[src/rtl/z80_stack_seq.sv]
// Z80 stack sequencer: owns SP, splits 16-bit PUSH/POP into two byte memory cycles.
// Latency: request at edge 0, bytes in cycles 1-2, done/new sp in cycle 3 (zero-wait); +1 cycle per wait state.
// Backpressure: holds mem_req/addr/data stable until mem_ack; push/pop/ld_sp only sampled while idle (not latched).
//
// Ports:
//   clk, reset_n                 clock, asynchronous active-low reset
//   push_req/push_data           16-bit push request (captured on acceptance)
//   pop_req                      16-bit pop request
//   ld_sp/sp_load                direct SP load, idle only, no memory cycle
//   sp, busy, done, pop_data     architectural SP, in-progress flag, completion pulse, last popped word
//   mem_req/mem_wr/mem_addr/
//   mem_wdata/mem_ack/mem_rdata  byte-wide request/acknowledge memory port
module z80_stack_seq #(
    parameter logic [15:0] SP_RESET = 16'hFFFF
) (
    input  logic        clk,
    input  logic        reset_n,
    input  logic        push_req,
    input  logic [15:0] push_data,
    input  logic        pop_req,
    input  logic        ld_sp,
    input  logic [15:0] sp_load,
    output logic [15:0] sp,
    output logic        busy,
    output logic        done,
    output logic [15:0] pop_data,
    output logic        mem_req,
    output logic        mem_wr,
    output logic [15:0] mem_addr,
    output logic [7:0]  mem_wdata,
    input  logic        mem_ack,
    input  logic [7:0]  mem_rdata
);

    localparam logic [2:0] S_IDLE    = 3'd0;
    localparam logic [2:0] S_PUSH_HI = 3'd1;
    localparam logic [2:0] S_PUSH_LO = 3'd2;
    localparam logic [2:0] S_POP_LO  = 3'd3;
    localparam logic [2:0] S_POP_HI  = 3'd4;

    logic [2:0] state;
    // Only the low push byte needs holding: the high byte goes straight to
    // mem_wdata on acceptance.
    logic [7:0] push_lo;
    logic [7:0] pop_lo;

    // mem_req is high in every non-idle state, so mem_ack alone qualifies
    // a completed memory cycle there; in idle mem_ack is never looked at.
    always_ff @(posedge clk or negedge reset_n) begin
        if (!reset_n) begin
            state     <= S_IDLE;
            sp        <= SP_RESET;
            busy      <= 1'b0;
            done      <= 1'b0;
            pop_data  <= 16'h0000;
            mem_req   <= 1'b0;
            mem_wr    <= 1'b0;
            mem_addr  <= 16'h0000;
            mem_wdata <= 8'h00;
            push_lo   <= 8'h00;
            pop_lo    <= 8'h00;
        end else begin
            done <= 1'b0;
            case (state)
                S_IDLE: begin
                    if (ld_sp) begin
                        sp <= sp_load;
                    end else if (push_req) begin
                        push_lo   <= push_data[7:0];
                        mem_req   <= 1'b1;
                        mem_wr    <= 1'b1;
                        mem_addr  <= sp - 16'd1;
                        mem_wdata <= push_data[15:8];
                        busy      <= 1'b1;
                        state     <= S_PUSH_HI;
                    end else if (pop_req) begin
                        mem_req   <= 1'b1;
                        mem_wr    <= 1'b0;
                        mem_addr  <= sp;
                        busy      <= 1'b1;
                        state     <= S_POP_LO;
                    end
                end
                S_PUSH_HI: begin
                    if (mem_ack) begin
                        mem_addr  <= sp - 16'd2;
                        mem_wdata <= push_lo;
                        state     <= S_PUSH_LO;
                    end
                end
                S_PUSH_LO: begin
                    if (mem_ack) begin
                        mem_req <= 1'b0;
                        sp      <= sp - 16'd2;
                        done    <= 1'b1;
                        busy    <= 1'b0;
                        state   <= S_IDLE;
                    end
                end
                S_POP_LO: begin
                    if (mem_ack) begin
                        pop_lo   <= mem_rdata;
                        mem_addr <= sp + 16'd1;
                        state    <= S_POP_HI;
                    end
                end
                S_POP_HI: begin
                    if (mem_ack) begin
                        pop_data <= {mem_rdata, pop_lo};
                        mem_req  <= 1'b0;
                        sp       <= sp + 16'd2;
                        done     <= 1'b1;
                        busy     <= 1'b0;
                        state    <= S_IDLE;
                    end
                end
                default: begin
                    mem_req <= 1'b0;
                    busy    <= 1'b0;
                    state   <= S_IDLE;
                end
            endcase
        end
    end

endmodule
[config.mk]
export PLATFORM = sky130hd
export DESIGN_NAME = z80_stack_seq
export DESIGN_NICKNAME = d
export VERILOG_FILES = /design/src/rtl/z80_stack_seq.sv
export SDC_FILE = /design/constraint.sdc
export NUM_CORES = 1
export LEC_CHECK = 0
export BUFFER_PORTS_ARGS = -buffer_cell sky130_fd_sc_hd__buf_2
export CORE_UTILIZATION = 46
export CTS_CLUSTER_DIAMETER = 100
export CTS_CLUSTER_SIZE = 24
export DETAILED_ROUTE_END_ITERATION = 12
export PLACE_DENSITY = 0.77
export SETUP_SLACK_MARGIN = 0.5
export SLEW_MARGIN = 5
export SYNTH_ARGS = -nofsm -noshare
export SYNTH_HDL_FRONTEND = slang
export SYNTH_SLANG_ARGS = --single-unit
[constraint.sdc]
create_clock -name clk -period 2.9 [get_ports clk]
set_input_delay 0.29 -clock clk [delete_from_list [all_inputs] [get_ports clk]]
set_output_delay 0.29 -clock clk [all_outputs]
set_load 0.03 [all_outputs]
Word level (Yosys, flattened, before mapping)

Cells that the tools add are included.
W data, S select, Z words.

Flip-flop bits (word level): 78
Output and inout bits: 60

$add $sub $neg: 4
Eq/ne operators: 13
Multiplexer cells: 29
Bitwise gates (word level): 2
Reduce and logical (&&, ||, !) cells: 16

Operator list:

| operator                | count |
|---|---|
| $mux W16                | 7 |
| $pmux W16 S3            | 2 |
| $mux W8                 | 3 |
| $mux W3                 | 6 |
| $add A16 B1 Y16 const B | 1 |
| $add A16 B2 Y16 const B | 1 |
| $pmux W8 S2             | 1 |
| $sub A16 B1 Y16 const B | 1 |
| $sub A16 B2 Y16 const B | 1 |
| $ne A2 B2 Y1 const B    | 7 |
| $pmux W3 S4             | 1 |
| $reduce_and A4 Y1       | 3 |
| $reduce_and A5 Y1       | 2 |
| $mux W1                 | 8 |
| $eq A3 B2 Y1 const B    | 2 |
| $reduce_and A3 Y1       | 2 |
| $reduce_bool A3 Y1      | 2 |
| $reduce_and A2 Y1       | 2 |
| $reduce_bool A2 Y1      | 2 |
| $reduce_or A2 Y1        | 2 |
| $eq A3 B1 Y1 const B    | 1 |
| $eq A3 B3 Y1 const B    | 1 |
| $logic_not A3 Y1        | 1 |
| $ne A3 B3 Y1 const B    | 1 |
| 3 further kinds         | 4 |

Depth between registers and ports, before layout

Gate-level depths: netlist (run 1).

Depth in word-level cells: 4
Depth in mapped cells: 8
Mapped depth without buffers: 7

Worst setup path after synthesis (run 1)

No wires, ideal clock.

Path type: register to register
Start point: register sp[2]
End point: register mem_addr[15]
Setup time: 120 ps
Arrival: 2184 ps
Setup slack: 596 ps
Stages on the path, launching flop included: 9
Clock period less this slack: 2304 ps
Cells stage by stage: dfstp_2 > clkbuf_1 > inv_1 > ha_1 > nor4b_4 > nand2_1 > nor4b_1 > or4_1 > o211a_1

Longest elaborated chain between the ends: 4

Ends and longest elaborated chain:

| element                | line | text |
|---|---|---|
| start, declared        | 23   | `output logic [15:0] sp,` |
| start signal, assigned | 67   | `sp <= sp_load;` |
| start signal, assigned | 94   | `sp <= sp - 16'd2;` |
| start signal, assigned | 111  | `sp <= sp + 16'd2;` |
| $sub A16 B1 Y16        | 72   | `mem_addr <= sp - 16'd1;` |
| $mux W16               | 68   | `end else if (push_req) begin` |
| $mux W16               | 66   | `if (ld_sp) begin` |
| $pmux W16 S3 (*)       | 64   | `case (state)` |
| end signal, assigned   | 72   |  |
| end signal, assigned   | 79   | `mem_addr <= sp;` |
| end signal, assigned   | 86   | `mem_addr <= sp - 16'd2;` |
| end, declared          | 29   | `output logic [15:0] mem_addr,` |

Mark *: on every way between the ends. The rest lies on a longest branch, timed or not. The select of a mux whose other input is x is not followed.
A chain may end at the register's enable or synchronous reset.

Worst setup path in the final report (run 1)

Same ends and word-level chain as after synthesis.

==> flow_summary.yaml, run 1 <==
grt:
  gr-usage-all-layers: 0.2577
  grt_max_degree: 79
  antenna_found_initial: 0
  gr-total-overflow: 0
  grt_pass1_wl_um: 22070
  grt_pass1_vias: 4290
placed_design:
  dp_cells: 707
  gp_congestion: 0.9217
  dp_hpwl_um: 9732
  detailedPlace.worstSlack_ps: 623.8
  portBuffers: 105
sta:
  rsz0062_at_grt: "false"
  maxSlewHeadroom: 0.3488
  setup_viol: 0
  final.period_utilization: 0.7890
  fin_hold_ws_ps: 47.48
  setup_tns_ps: 0
  skew_ps: 17.53
  layout_setup_ws_ps: 611.8
  finalHoldViolCount: 0
  period_minus_slack_ps: 2288
  maxSlewViolCount: 0
  worst_pin_slew_ps: 976.8
  clock.fmax_mhz: 437.0
worst_setup_path:
  cp_max_fo: 12
  crit_required_ps: 3180
  worst_r2r_endpoint: "mem_addr[15]"
  critPathKind: "reg2reg"
  end_kind: "register"
  path_buf_inv: 0
  start_kind: "register"
  cp.arrival_ps: 2570
  path_delay_family: "simple AND/OR/NAND/NOR gates"
  r2r.worst_path.cells: 6
  max_stage_delay_ps: 670
  reg2reg_slack_ps: 610
  crit_cells: 6
  path_cells: "ha_1 -> nand4_1 -> nor3_1 -> and3_1 -> o211ai_1 -> o211a_1"
  rr_startpoint: "sp[2]"
  crit_slowest_cell: "dfstp_2"
clocking:
  cts_sinks: 78
  hold_buffers: 0
  clock_latency_ps: 380
  cts-root-buf: "clkbuf_8"
  htreeDepth: 3
  clk_pin_slew_ps: 100
  tritoncts: "yes"
  clockBufferDepth: 2
  tritoncts.num_buffers: 9
yosys:
  postSynthCellCount: 501
  synth-compound-area-share: 0.1872
  postSynthAreaPerCell_sq_um: 9.568
  synth_area_sq_mm: 0.004793
  synthXorXnorAreaFrac: 0.03472
  yosysTopAreaCell: "dfrtp_1"
  yosys.area.top_type_share: 0.3237
  ys_seq_area_frac: 0.4114
  ys_types: 69
  synth_edf_count: 0
  synth-simple-area-share: 0.1950
  synth_seq_cells: 78
  synth_area_leaders: "dfrtp_1 (32%), dfstp_2 (8.8%), mux2_2 (7.5%), o21ai_0 (4.1%), nand2_1 (3.7%)"
  syn-num-nets: 552
  synth_mux_area_frac: 0.1044
  synthAdderAreaFrac: 0.01305
  synth_top_family_by_area: "simple AND/OR/NAND/NOR gates"
  yosys_most_used_dff: "dfrtp_1"
  yosysWarnings: 0
  synthArstFlopShare: 1.000
finish:
  final_common_cell: "buf_2"
  n_fill_cell: 888
  syn_to_final_growth_pct: 16.03
  final-instance-count-excl-fill: 723
  drive_above_1_share: 0.3356
  diodes: 0
  nNetsFinal: 636
  final_cell_mix: "buf_2 (104), dfrtp_1 (61), nand2_1 (47), nor2_1 (40), o21ai_0 (39)"
die:
  die_area_sq_mm: 0.01083
  core_sq_mm: 0.009955
  die_h_um: 104.1
  num_rows: 36
  start_util: 0.4815
  ioPinCount: 106
  die_w_um: 104.1
worst_hold_path:
  hp-class: "in2async"
detailed_routing:
  via_count: 4393
  drc: 0
  routed_wl_um: 13720
  vias_per_cell: 6.076
  drt_iter0_drc: 446
  wl_per_cell_um: 18.97
  drtPass1Iterations: 8
  antenna_left: 0
power:
  vdd_drop_max_mv: 0.6965
  p_per_area_mw_per_mm2: 1275
  total_power_w: 0.007090
  p_leak_nw: 2.428
run:
  maxCapViolations: 0
run_status:
  status: "finished clean"
-- stage by stage --
stage,cell area (sq um),utilization
6_report,5562,0.5587
5_1_grt,5562,0.5587
4_1_cts,5554,0.5579
3_5_place_dp,5349,0.5373
3_3_place_gp,5349,0.5373
2_1_floorplan,4793,-
-- where the power goes --
group	internal [W]	leakage, nW	switching (W)
combinational	0.00139	1.39	0.00236
sequential	0.00171	0.932	0.000742
clock	0.000412	0.106	0.000481
-- cell families (layout without fill, tap and decap cells) --
family / after synthesis / count (layout)
simple gates: 168 / 168
compound gates: 135 / 135
flops: 78 / 78
buf+inv: 50 / 139
mux: 46 / 46
xor+xnor: 19 / 19
fa+ha+maj: 5 / 5
-- flip-flops by register name, summed over array words and instances, names as in the netlist --
name / cells
push_lo: 8
pop_lo: 8
mem_req: 1
done: 1
mem_wr: 1
mem_addr: 16
pop_data: 16
sp: 16
mem_wdata: 8
state: 3
-- metal layers --
metal / wire (um) / up-vias / track usage
li1: - / 2014 / -
met1: 5802 / 2116 / 0.3360
met2: 6529 / 223 / 0.4181
met3: 974 / 40 / 0.05138
met4: 411 / 0 / 0.1061
met5: 0 / - / 0
-- timing repair --
action                     4_1_cts  5_1_grt
buffers inserted                 0        0
setup endpoints to repair        0        5
gates resized for setup          0        2
-- cells in the mapped netlist, types with 3 or more instances --
master / number
nand3b_1: 3
o21bai_1: 3
inv_1: 5
mux2i_1: 14
o21ai_1: 5
nand4_1: 7
nand2_1: 47
a211oi_1: 4
buf_6: 4
a21o_1: 4
or3_1: 3
buf_2: 22
and4_1: 3
buf_4: 4
nor2_1: 40
a221o_1: 4
a41oi_1: 4
and2_1: 3
dfrtp_1: 62
and3_1: 3
mux2_2: 32
nor3_1: 12
xnor2_1: 9
a22oi_1: 8
dfstp_2: 16
clkbuf_1: 13
a32oi_1: 6
xor2_1: 10
a22o_1: 3
ha_1: 5
o211ai_1: 4
o221ai_1: 4
nor4_1: 9
a221oi_1: 4
a21oi_1: 24
nand3_1: 12
a31oi_1: 3
o21a_1: 3
o21ai_0: 39
-- worst register-to-register path: stages (launching register included) --
cell and delay [ps]:
dfstp_2 670, ha_1 380, nand4_1 140, nor3_1 480, and3_1 260, o211ai_1 100, o211a_1 160
-- layout make-up --
class,instances,area [sq um],area share
Clock inverter,7,81.33,0.01462
Timing Repair Buffer,118,625.6,0.1125
Sequential cell,78,1973,0.3548
Clock buffer,9,123.9,0.02227
Multi-Input combinational cell,373,2572,0.4625
Inverter,5,18.77,0.003375
Tap cell,133,166.4,0.02992
-- how the worst max path moves through the flow --
stage                        start  slack (ps)           end
final                        sp[2]         610  mem_addr[15]
after floorplan              sp[2]         600  mem_addr[15]
after global placement       sp[2]         620  mem_addr[15]
after detailed placement  state[2]         620         sp[9]
after global routing         sp[1]         500   mem_addr[9]
after CTS                 state[2]         570         sp[1]
Note: power is estimated with default switching activity, not from simulation.
==> run 2: changes to the inputs <==
--- a/config.mk
+++ b/config.mk
@@ -5,6 +5,7 @@
 export SDC_FILE = /design/constraint.sdc
 export NUM_CORES = 1
 export LEC_CHECK = 0
+export ABC_AREA = 1
 export BUFFER_PORTS_ARGS = -buffer_cell sky130_fd_sc_hd__buf_2
 export CORE_UTILIZATION = 46
 export CTS_CLUSTER_DIAMETER = 100
==> constraint.sdc (replaced) <==
create_clock -name clk -period 2.3 [get_ports clk]
set_input_delay 0.23 -clock clk [delete_from_list [all_inputs] [get_ports clk]]
set_output_delay 0.23 -clock clk [all_outputs]
set_load 0.03 [all_outputs]
==> run 2 against run 1 <==
Die area increased by 1.8%; worst hold slack improved by 52 ps; setup slack got worse by 87 ps; synthesized cell count increased by 40%; clock power increased by 43%; critical endpoint is now mem_addr[6].
==> flow_summary.yaml, run 2 <==
run:
  maxCapViolations: 0
finish:
  nNetsFinal: 870
  final_cell_mix: "nand2_1 (205), buf_2 (104), nand3_1 (85), nor2_1 (65), dfrtp_1 (62)"
  largest_registers: "mem_addr (16), pop_data (16), sp (16)"
  final_common_cell: "nand2_1"
  diodes: 0
  n_fill_cell: 996
  drive_above_1_share: 0.3062
  syn_to_final_growth_pct: 26.31
placed_design:
  dp_hpwl_um: 9988
  gp_congestion: 0.9611
  portBuffers: 105
sta:
  maxSlewHeadroom: 0.5655
  fin_hold_ws_ps: 99.94
  maxSlewViolCount: 0
  finalHoldViolCount: 0
  final.period_utilization: 0.7717
  setup_tns_ps: 0
  skew_ps: 9.298
  worst_pin_slew_ps: 651.8
  rsz0062_at_grt: "true"
  setup_viol: 0
  clock.fmax_mhz: 563.4
  period_minus_slack_ps: 1775
clocking:
  clk_pin_slew_ps: 80
  clockBufferDepth: 2
  tritoncts.num_buffers: 9
  tritoncts: "yes"
  cts_sinks: 78
  clock_latency_ps: 360
  cts-root-buf: "clkbuf_8"
  htreeDepth: 3
grt:
  antenna_found_initial: 0
  grt_pass1_vias: 4677
  grt_max_degree: 50
  gr-usage-all-layers: 0.2635
  grt_pass1_wl_um: 22880
  gr-total-overflow: 0
power:
  p_sw_w: 0.005208
  p_per_area_mw_per_mm2: 1634
  pwr-share-comb: 0.595
  p_leak_nw: 3.138
  p_seq_frac: 0.278
  p_int_w: 0.004870
  p_clk_frac: 0.127
  netSwitchingFraction: 0.5168
  vdd_drop_max_mv: 0.8009
worst_setup_path:
  cp_common_cell: "nand2_1"
  cp_max_fo: 6
  critPathKind: "reg2reg"
  cp.arrival_ps: 2030
  crit_required_ps: 2550
  path_cells: "ha_2 -> nand3_2 -> nor2_4 -> a21oi_1 -> o21ai_0 -> nand3_1 -> nand2_1 -> nand2_1"
  crit_slowest_cell: "dfstp_2"
  start_kind: "register"
  end_kind: "register"
  max_stage_delay_ps: 640
run_status:
  status: "finished clean"
die:
  die_w_um: 105.0
  die_h_um: 105.0
  core_sq_mm: 0.01032
  num_rows: 37
  ioPinCount: 106
  start_util: 0.4730
  die_area_sq_mm: 0.01103
yosys:
  yosysTopAreaCell: "dfrtp_1"
  syn-num-nets: 752
  yosys.area.top_type_share: 0.3177
  synth.most_common_cell: "nand2_1"
  postSynthAreaPerCell_sq_um: 6.966
  synth_common_cells: "nand2_1 (215), nand3_1 (90), nor2_1 (81), dfrtp_1 (62), inv_1 (55)"
  yosys_most_used_dff: "dfrtp_1"
  synth_seq_cells: 78
  postSynthCellCount: 701
  synthArstFlopShare: 1.000
  ys_types: 34
  synth_area_leaders: "dfrtp_1 (32%), nand2_1 (17%), nand3_1 (9.2%), dfstp_2 (8.6%), nor2_1 (6.2%)"
  ys_seq_area_frac: 0.4038
  synth_area_sq_mm: 0.004883
  synth_edf_count: 0
  yosysWarnings: 0
detailed_routing:
  drc: 0
  drt_iter0_drc: 417
  routed_wl_um: 14110
  via_count: 5095
  antenna_left: 0
  wl_per_cell_um: 14.72
  vias_per_cell: 5.313
  drtPass1Iterations: 5
worst_hold_path:
  hp-class: "in2reg"
==> run 2: cell types whose count changed in the layout (fill, tap and decap cells not counted), moves of 14 or more <==
cell | before | now
buf_4 | 14 | 31
inv_1 | 5 | 50
mux2_2 | 32 | 8
mux2i_1 | 14 | 0
nand2_1 | 47 | 205
nand3_1 | 12 | 85
nor2_1 | 40 | 65
==> run 2: worst max-delay path: cells and delay by family, from the launching register on <==
kind                     cells  cell delay [ps]
AO/OA/AOI/OAI                2              200
adder cells (fa/ha/maj)      1              240
flip-flops                   1              640
AND/OR/NAND/NOR              5              590
==> run 2: logic make-up (layout without fill, tap and decap cells) <==
kind of cell    count (synthesis)  in the layout  share of synthesized area
flops                          78             78                     0.4038
mux                             8              8                    0.01845
compound gates                 95             95                     0.1063
buf+inv                        97            219                    0.08276
fa+ha+maj                       5              5                    0.01281
xor+xnor                        7              7                    0.01255
simple gates                  411            411                     0.3633
==> run 2: final cells by class <==
type                    instances  area [sq um]  area share
inverters                      66         260.3     0.04219
well taps                     136         170.2     0.02759
flip-flops and latches         78          1972      0.3197
clock inverters                 5         107.6     0.01744
repair buffers                138         803.3      0.1302
multi-input cells             526          2718      0.4406
clock buffers                  10         137.6     0.02231
==> run 2: through the flow <==
stage	instance area, sq um	worst slack [ps]	util	power, W	instances
6_report	6168	525.0	0.5975	0.01008	959
5_1_grt	6168	426.1	0.5975	0.01085	959
4_1_cts	5811	494.3	0.5628	0.009471	937
3_5_place_dp	5478	343.9	0.5306	0.008059	916
3_3_place_gp	5478	234.6	0.5306	0.007995	916
2_1_floorplan	4888	503.8	-	0.006694	701
==> run 2: per-layer routing <==
metal | vias to the layer above | GRT usage | part of all wire
met5 | - | 0 | 0
met4 | 0 | 0.1207 | 0.033
met3 | 38 | 0.05115 | 0.073
met2 | 239 | 0.4196 | 0.46
met1 | 2319 | 0.3465 | 0.43
li1 | 2499 | - | -
==> run 2: power groups by stage <==
stage	registers [W]	logic [W]	clock network, W
global route	0.00288	0.00660	0.00137
global placement	0.00283	0.00517	0
detailed placement	0.00285	0.00521	0
finish	0.00280	0.00600	0.00128
floorplan	0.00348	0.00321	0
CTS	0.00281	0.00535	0.00131
==> run 2: repair_timing <==
| action | CTS | global route |
|---|---|---|
| hold endpoints to repair | 42 | 0 |
| endpoints found under the setup margin | 21 | 33 |
| pin swaps | 0 | 13 |
| gates cloned | 0 | 0 |
| hold buffers | 1 | 0 |
| gates resized for setup | 14 | 54 |
| buffers inserted | 5 | 22 |
==> run 2: path summary, 6_finish.rpt <==
check                             start           to  slack [ps]  depth (start not counted)
max in group asynchronous       reset_n        sp[3]        1220                          3
min in group asynchronous       reset_n  pop_data[2]         440                          2
min                        push_data[4]   push_lo[4]         100                          3
max                               sp[1]  mem_addr[6]         520                          8
min reg2reg                  push_lo[7]   push_lo[7]         480                          2
max reg2reg                       sp[1]  mem_addr[6]         520                          8
==> run 3: changes to the inputs <==
==> constraint.sdc (replaced) <==
create_clock -name clk -period 1.8 [get_ports clk]
set_input_delay 0.18 -clock clk [delete_from_list [all_inputs] [get_ports clk]]
set_output_delay 0.18 -clock clk [all_outputs]
set_load 0.03 [all_outputs]
==> run 3 against run 2 <==
Combinational power is 100% higher; sequential power is 31% higher; the flow now finishes with violations (negative setup slack); total power is 72% higher; routed wire length is 49% higher; first-iteration DRC count is 44% higher; die area stayed put.
==> flow_summary.yaml, run 3 (synthesis results as in run 2) <==
run_status:
  status: "finished with violations"
  violations: "negative setup slack"
power:
  pwr-share-comb: 0.696
  p_leak_nw: 3.806
  p_sw_w: 0.008986
  p_seq_frac: 0.211
  netSwitchingFraction: 0.5183
  vdd_drop_max_mv: 1.148
  p_clk_frac: 0.092
  p_int_w: 0.008352
  p_per_area_mw_per_mm2: 2191
worst_setup_path:
  cp.arrival_ps: 2300
  end_kind: "register"
  reg2reg_slack_ps: -190
  crit_required_ps: 2110
  path_delay_family: "compound AO/OA/AOI/OAI gates"
  start_kind: "register"
  max_stage_delay_ps: 650
  critPathKind: "reg2reg"
  path_buf_inv: 1
  path_cells: "ha_4 -> buf_6 -> nand3_4 -> nand2_1 -> o21ai_0 -> o21ai_1 -> o21ai_1 -> o21ai_1"
  cp_max_fo: 4
  crit_slowest_cell: "dfstp_2"
  cp-startpoint: "sp[2]"
  cp_common_cell: "o21ai_1"
  rr_startpoint: "sp[2]"
grt:
  grt_max_degree: 53
  grt_pass1_wl_um: 27250
  gr-total-overflow: 0
  antenna_found_initial: 0
  grt_pass1_vias: 5547
  gr-usage-all-layers: 0.3171
finish:
  final-instance-count-excl-fill: 1043
  n_fill_cell: 667
  final_common_cell: "nand2_1"
  multi_input_area_sq_mm: 0.003472
  largest_registers: "mem_addr (16), pop_data (16), sp (16)"
  fin_area_sq_mm: 0.007914
  drive_above_1_share: 0.4939
  nNetsFinal: 953
  diodes: 0
  final_cell_mix: "nand2_1 (167), buf_2 (87), buf_4 (64), dfrtp_1 (60), nand3_1 (58)"
  syn_to_final_growth_pct: 62.05
  fin_util: 0.7666
  area.sequential_sq_mm: 0.001974
sta:
  rsz0062_at_grt: "true"
  final.period_utilization: 1.104
  period_minus_slack_ps: 1987
  setup_viol: 6
  finalHoldViolCount: 0
  worst_pin_slew_ps: 479.3
  skew_ps: 20.66
  maxSlewViolCount: 0
  clock.fmax_mhz: 503.3
  fin_hold_ws_ps: 8.616
  layout_setup_ws_ps: -186.9
  maxSlewHeadroom: 0.6783
clocking:
  tritoncts: "yes"
  tritoncts.num_buffers: 9
  clk_pin_slew_ps: 100
  cts_sinks: 78
  htreeDepth: 3
  clockBufferDepth: 2
  clock_latency_ps: 390
  cts-root-buf: "clkbuf_8"
die:
  num_rows: 37
  die_area_sq_mm: 0.01103
  start_util: 0.4730
  core_sq_mm: 0.01032
  ioPinCount: 106
  die_w_um: 105.0
  die_h_um: 105.0
detailed_routing:
  drtPass1Iterations: 6
  antenna_left: 0
  drc: 0
  via_count: 6225
  routed_wl_um: 21070
  drt_iter0_drc: 602
  wl_per_cell_um: 20.20
  vias_per_cell: 5.968
worst_hold_path:
  holdCritStartpoint: "push_data[4]"
  hp-class: "in2reg"
placed_design:
  placed_area_sq_mm: 0.005749
  gp_congestion: 0.9490
  portBuffers: 105
  dp_cells: 938
  dp_hpwl_um: 10300
run:
  maxCapViolations: 0
run 3: cell types whose count changed in the layout (fill, tap and decap cells not counted), moves of 22 or more:
cell,change
nand2_2,+24
nand2_1,-38
o21ai_0,-32
nand3_1,-27
buf_4,+33
nand3_2,+22
buf_6,+44
run 3: cell type report:
type	count	area share
clock inverters	5	0.01043
flip-flops and latches	78	0.2495
repair inverters	2	0.001897
well taps	136	0.02150
inverters	66	0.04063
multi-input cells	531	0.4387
repair buffers	214	0.2194
clock buffers	11	0.01787
run 3: layer usage:
layer / global-route usage / vias to the layer above / wire [um] / part of all wire
met5: 0 / - / 0 / 0
met4: 0.1861 / 0 / 1449 / 0.069
met3: 0.06301 / 150 / 2155 / 0.10
met2: 0.5360 / 461 / 10020 / 0.48
met1: 0.3737 / 2941 / 7446 / 0.35
li1: - / 2673 / - / -
run 3: worst paths after layout:
kind / to / cells after the start
max: sp[5] / 8
min: push_lo[4] / 3
max reg2reg: sp[5] / 8
min reg2reg: mem_addr[9] / 2
max in group asynchronous: sp[1] / 3
min in group asynchronous: pop_lo[0] / 2
run 3: power by group through the flow:
stage / clock network, W / registers, W / logic, W
floorplan: 0 / 0.00448 / 0.00441
global placement: 0 / 0.00355 / 0.00724
detailed placement: 0 / 0.00357 / 0.00734
CTS: 0.00153 / 0.00345 / 0.00959
global route: 0.00164 / 0.00371 / 0.0127
finish: 0.00160 / 0.00367 / 0.0121
run 3: timing repair:
item	CTS	global route
endpoints found under the hold margin	19	0
setup buffers	56	24
pin swaps	37	51
endpoints found under the setup margin	93	92
cloned	4	4
resized for setup	158	172
hold buffers	1	0
run 3: per-stage QoR:
| step | power (W) | worst slack, ps | TNS (ps) |
|---|---|---|---|
| after floorplan | 0.008887 | 108.0 | 0 |
| after global routing | 0.01808 | -250.4 | -993.0 |
| final | 0.01734 | -186.9 | -481.9 |
| after CTS | 0.01457 | 114.1 | 0 |
| after global placement | 0.01079 | 51.45 | 0 |
| after detailed placement | 0.01090 | -9.339 | -9.339 |
run 3: worst min-delay path: stages:
cell	delay, ps
buf_2	80
nand3_2	60
nand2_1	50
